--- src/rtl/mprj_io_cfg_loader.sv ---
// I/O pad configuration loader: register file, snapshot, then shifts every pad's
// word out over NUM_CHAINS serial chains with a programmable clock divider.

module mprj_io_cfg_chain #(
  parameter int B = 8
) (
  input  logic         clk,
  input  logic         reset,
  input  logic         snap_i,
  input  logic [B-1:0] snap_data_i,
  input  logic         shift_i,
  output logic         msb_o,
  output logic         nxt_msb_o
);
  logic [B-1:0] sr_q, sr_shl;

  assign sr_shl    = sr_q << 1;
  assign msb_o     = sr_q[B-1];
  assign nxt_msb_o = sr_shl[B-1];

  always_ff @(posedge clk) begin
    if (reset)        sr_q <= '0;
    else if (snap_i)  sr_q <= snap_data_i;
    else if (shift_i) sr_q <= sr_shl;
  end
endmodule

module mprj_io_cfg_loader #(
  parameter int                 NUM_PADS    = 38,
  parameter int                 NUM_CHAINS  = 2,
  parameter int                 CFG_BITS    = 13,
  parameter int                 CLK_DIV     = 2,
  parameter logic [CFG_BITS-1:0] CFG_DEFAULT = 13'h0403,
  localparam int                AW          = $clog2(NUM_PADS)
) (
  input  logic                  clk,
  input  logic                  reset,
  input  logic                  cfg_we,
  input  logic [AW-1:0]         cfg_addr,
  input  logic [CFG_BITS-1:0]   cfg_wdata,
  output logic [CFG_BITS-1:0]   cfg_rdata,
  input  logic                  start,
  input  logic                  clear,
  output logic                  busy,
  output logic                  done,
  output logic                  loader_resetn,
  output logic                  loader_clock,
  output logic                  loader_load,
  output logic [NUM_CHAINS-1:0] loader_data
);
  localparam int PPC = NUM_PADS / NUM_CHAINS;
  localparam int B   = PPC * CFG_BITS;
  localparam int BCW = $clog2(B + 1);
  localparam int HCW = $clog2(2 * CLK_DIV + 1);

  typedef enum logic [2:0] {S_IDLE, S_CLEAR, S_SHIFT_LO, S_SHIFT_HI, S_LOAD, S_DONE} state_e;

  logic [NUM_PADS-1:0][CFG_BITS-1:0] rf_q;
  logic [CFG_BITS-1:0]   rdata_q;
  state_e                state_q;
  logic [HCW-1:0]        hc_q;
  logic [BCW-1:0]        bc_q;
  logic                  busy_q, done_q, resetn_q, lclk_q, load_q;
  logic [NUM_CHAINS-1:0] data_q;
  logic [NUM_CHAINS-1:0] snap_msb, cur_msb, nxt_msb;
  logic                  addr_ok, snap, shift;

  assign addr_ok = (32'(cfg_addr) < NUM_PADS);
  assign snap    = (state_q == S_IDLE) && start;
  assign shift   = (state_q == S_SHIFT_HI) && (hc_q == '0);

  // Chain c's snapshot is its pad slice flattened, highest pad in the MSBs.
  for (genvar c = 0; c < NUM_CHAINS; c++) begin : g_chain
    assign snap_msb[c] = rf_q[(c+1)*PPC-1][CFG_BITS-1];
    mprj_io_cfg_chain #(.B(B)) u_chain (
      .clk         (clk),
      .reset       (reset),
      .snap_i      (snap),
      .snap_data_i (rf_q[(c+1)*PPC-1 -: PPC]),
      .shift_i     (shift),
      .msb_o       (cur_msb[c]),
      .nxt_msb_o   (nxt_msb[c])
    );
  end

  always_ff @(posedge clk) begin
    if (reset) begin
      rf_q    <= {NUM_PADS{CFG_DEFAULT}};
      rdata_q <= '0;
    end else begin
      if (cfg_we && addr_ok) rf_q[cfg_addr] <= cfg_wdata;
      rdata_q <= addr_ok ? rf_q[cfg_addr] : '0;
    end
  end

  // Outputs are assigned on the transition into each state so they stay pure flops.
  always_ff @(posedge clk) begin
    if (reset) begin
      state_q  <= S_IDLE;
      hc_q     <= '0;
      bc_q     <= '0;
      busy_q   <= 1'b0;
      done_q   <= 1'b0;
      resetn_q <= 1'b1;
      lclk_q   <= 1'b0;
      load_q   <= 1'b0;
      data_q   <= '0;
    end else begin
      done_q <= 1'b0;
      case (state_q)
        S_IDLE: if (start) begin
          busy_q <= 1'b1;
          bc_q   <= BCW'(B);
          if (clear) begin
            state_q  <= S_CLEAR;
            resetn_q <= 1'b0;
            hc_q     <= HCW'(2 * CLK_DIV - 1);
          end else begin
            state_q <= S_SHIFT_LO;
            hc_q    <= HCW'(CLK_DIV - 1);
            data_q  <= snap_msb;
          end
        end
        S_CLEAR:
          if (hc_q == '0) begin
            state_q  <= S_SHIFT_LO;
            resetn_q <= 1'b1;
            hc_q     <= HCW'(CLK_DIV - 1);
            data_q   <= cur_msb;
          end else hc_q <= hc_q - HCW'(1);
        S_SHIFT_LO:
          if (hc_q == '0) begin
            state_q <= S_SHIFT_HI;
            lclk_q  <= 1'b1;
            hc_q    <= HCW'(CLK_DIV - 1);
          end else hc_q <= hc_q - HCW'(1);
        S_SHIFT_HI:
          if (hc_q == '0) begin
            lclk_q <= 1'b0;
            bc_q   <= bc_q - BCW'(1);
            hc_q   <= HCW'(CLK_DIV - 1);
            if (bc_q > BCW'(1)) begin
              state_q <= S_SHIFT_LO;
              data_q  <= nxt_msb;
            end else begin
              state_q <= S_LOAD;
              load_q  <= 1'b1;
              data_q  <= '0;
            end
          end else hc_q <= hc_q - HCW'(1);
        S_LOAD:
          if (hc_q == '0) begin
            state_q <= S_DONE;
            load_q  <= 1'b0;
            busy_q  <= 1'b0;
            done_q  <= 1'b1;
          end else hc_q <= hc_q - HCW'(1);
        S_DONE:  state_q <= S_IDLE;
        default: state_q <= S_IDLE;
      endcase
    end
  end

  assign cfg_rdata     = rdata_q;
  assign busy          = busy_q;
  assign done          = done_q;
  assign loader_resetn = resetn_q;
  assign loader_clock  = lclk_q;
  assign loader_load   = load_q;
  assign loader_data   = data_q;
endmodule

--- config.mk ---
export PLATFORM = sky130hd
export DESIGN_NAME = mprj_io_cfg_loader
export DESIGN_NICKNAME = d
export VERILOG_FILES = /design/src/rtl/mprj_io_cfg_loader.sv
export SDC_FILE = /design/constraint.sdc
export NUM_CORES = 2
export LEC_CHECK = 0
export CELL_PAD_IN_SITES_DETAIL_PLACEMENT = 0
export CELL_PAD_IN_SITES_GLOBAL_PLACEMENT = 1
export CORE_AREA = 2 2 302 304
export CTS_CLUSTER_DIAMETER = 150
export DETAILED_ROUTE_END_ITERATION = 10
export DIE_AREA = 0 0 304 306
export PLACE_DENSITY_LB_ADDON = 0.1
export SYNTH_ARGS = -nofsm -noshare
export SYNTH_HDL_FRONTEND = slang
export SYNTH_SLANG_ARGS = --single-unit
--- constraint.sdc ---
create_clock -name clk -period 3.5 [get_ports clk]
set_clock_uncertainty 0.1 [all_clocks]
set_input_delay 0.7 -clock clk [delete_from_list [all_inputs] [get_ports clk]]
set_output_delay 0.7 -clock clk [all_outputs]
set_load 0.05 [all_outputs]
==> impl_metrics.tcl <==
set metrics [dict create \
    clk_latency_ps 700 \
    cpLargestDelayFamily "buffers and inverters" \
    syn_inst 5576 \
    min_path_type "input port to register" \
    maxCapViolCount 0 \
    worstSetupPathType "register to output port" \
    vias 41200 \
    placed_area_mm2 0.0484 \
    place.port_buffers 43 \
    drv_slew 0 \
    wl_mm 160 \
    startpoint_type "register" \
    r2r_start "state_q[1]$_SDFFE_PP0P_" \
    slowest_delay_ps 890 \
    dieHeight_um 306 \
    crit_chain "clkdlybuf4s50_1" \
    cts_setup_buffers 0 \
    synth_most_common_cell "nand2_1" \
    grt_max_degree 108 \
    first_iter_violations 4661 \
    slew_headroom 0.198 \
    syn_area_per_cell_um2 8.32 \
    rsz0062_at_grt "no" \
    synth_seq_area_share 0.441 \
    status "finished clean" \
    overflow 0 \
    hold_depth 3 \
    ctsRootBufferMaster "clkbuf_16" \
    fin_nets 5470 \
    cts_tree "done" \
    endpoint_kind "output port" \
    synth_enable_flop_cells 0 \
    fin_cells 6706 \
    initial_core_util 0.518 \
    boundaryPins 44 \
    synth_ff_type "dfxtp_1" \
    setup_violations 0 \
    fin_crit_sh 0.837 \
    areaGrowthSynthToFinish_pct 12.6 \
    crit_cells 1 \
    clkSinkCount 1022 \
    required_ps 2700 \
    ant_nets 0 \
    cts_max_path_buffers 3 \
    clk_pin_slew_ps 60 \
    core.rowCount 110 \
    die_width_um 304 \
    hold_buffers 0 \
    post_cts_resized 0 \
    yosys-top-cells-count "1643 x nand2_1, 1022 x dfxtp_1, 636 x nor2_1" \
    yosysWarnings 0 \
    path_buf_inv 1 \
    hp-start "cfg_wdata[2]" \
    dp.cells 6505 \
    die_area_mm2 0.0930 \
    yosys-top-cells-area "dfxtp_1 44%, nand2_1 13%, a311oi_2 9.4%, nor2_1 5.1%, a311oi_1 3.8%" \
    p_per_area_mw_per_mm2 586 \
    arrival_ps 2130 \
    grt_pass1_vias 38100 \
    syn-num-nets 5604 \
    antenna_found_initial 2 \
    drc_errors 0 \
    hold_violations 0 \
    core-area_mm2 0.0896 \
    leakagePower_uw 0.0177 \
    slowest_stage "clkdlybuf4s50_1" \
    ys_types 63 \
    viasPerCell 6.14 \
    final_layout_size_suffix_gt1_frac 0.152 \
    min_period_ps 2930 \
    htree_levels 3 \
    diodes 0 \
    track_usage 0.336 \
    p_total_uw 30600 \
    dp_hpwl_mm 103 \
    hold-worst-slack_ps 245 \
    firstDrtPassIters 6 \
    final_cell_area_mm2 0.0522 \
    reg2reg_depth 6 \
    synth.top_cell.area_share 0.441 \
    ys_ff_latch 1022 \
    numCtsBuffers 111 \
    routedWlPerCell_um 23.8 \
    grt_pass1_wl_mm 243 \
    gp_congestion 0.940 \
    synthesis.area_mm2 0.0464 \
    yosys.area.top_type "dfxtp_1" \
    postSynth.asyncResetShare 0 \
    crit_fanout 1 \
    ir_drop_mv 0.444 \
    fmax_ghz 0.341 \
    fin_setup_tns_ps 0 \
    worst_slew_pin_slew_ps 1200 \
    cp-startpoint "cfg_rdata[5]$_SDFF_PP0_" \
]
metal layers:
metal | track usage | vias up | wire length [um]
met4 | 0.127 | 0 | 6170
met5 | 0 | - | 0
met2 | 0.506 | 1684 | 69300
li1 | - | 19200 | -
met3 | 0.0547 | 321 | 13300
met1 | 0.483 | 20000 | 70800
worst paths after layout:
check                                                                  to  slack (ps)
worst min-delay path                               rf_q[366]$_SDFFE_PP0P_         240
worst max register to register  g_chain[0].u_chain.sr_q[188]$_SDFFE_PP0P_        1000
worst min register to register                 loader_resetn$_SDFFE_PP1P_         350
worst max-delay path                                         cfg_rdata[5]         570
cell families after synthesis:
group,Yosys count,synth area share
simple gates,2590,0.225
fa+ha+maj,4,0.00108
xor+xnor,7,0.00132
compound gates,1172,0.223
flops,1022,0.441
mux,207,0.0508
buf+inv,574,0.0579
metrics by stage:
stage               utilization  setup WS [ps]
floorplan                     -           1150
global placement          0.541            288
detailed placement        0.541            273
CTS                       0.583            581
global route              0.583            574
finish                    0.583            569
report_power, final:
group          switching, uW  leakage (uW)  internal [uW]  total, uW
logic                   3430       0.00744           1790       5220
clock network           4950       0.00188           7310      12300
registers                544       0.00834          12600      13100
total                   8920        0.0177          21700      30600
flip-flops by register name, summed over array words and instances, names as in the netlist:
signal,count
loader_load,1
state_q,3
hc_q,3
done,1
busy,1
cfg_rdata,13
loader_resetn,1
loader_clock,1
g_chain.u_chain.sr_q,494
loader_data,2
bc_q,8
rf_q,494
final cells by class:
| cell class | count | area, um2 |
|---|---|---|
| clock inverter | 35 | 452 |
| inverter | 13 | 48.8 |
| sequential | 1022 | 20500 |
| multi-input combinational | 3980 | 23300 |
| tap | 1176 | 1470 |
| fill | 8243 | 37400 |
| timing repair buffer | 314 | 3140 |
| clock buffer | 166 | 3350 |
cell usage in the layout, fill, tap and decap left out, drive strengths merged, types with 16 or more instances in the layout:
cell type and instances:
nand2 1643, dfxtp 1022, nor2 639, a311oi 494
a21oi 343, buf 288, clkbuf 166, mux2i 150
nand3 133, o21ai 89, a221oi 79, nand3b 70
a22oi 47, nor2b 47, a211o 45, mux2 38
clkdlybuf4s50 26, mux4 19, clkinv 18, a31oi 17
inv 17, and3 16
No activity file was read; power rests on OpenSTA's default activity.
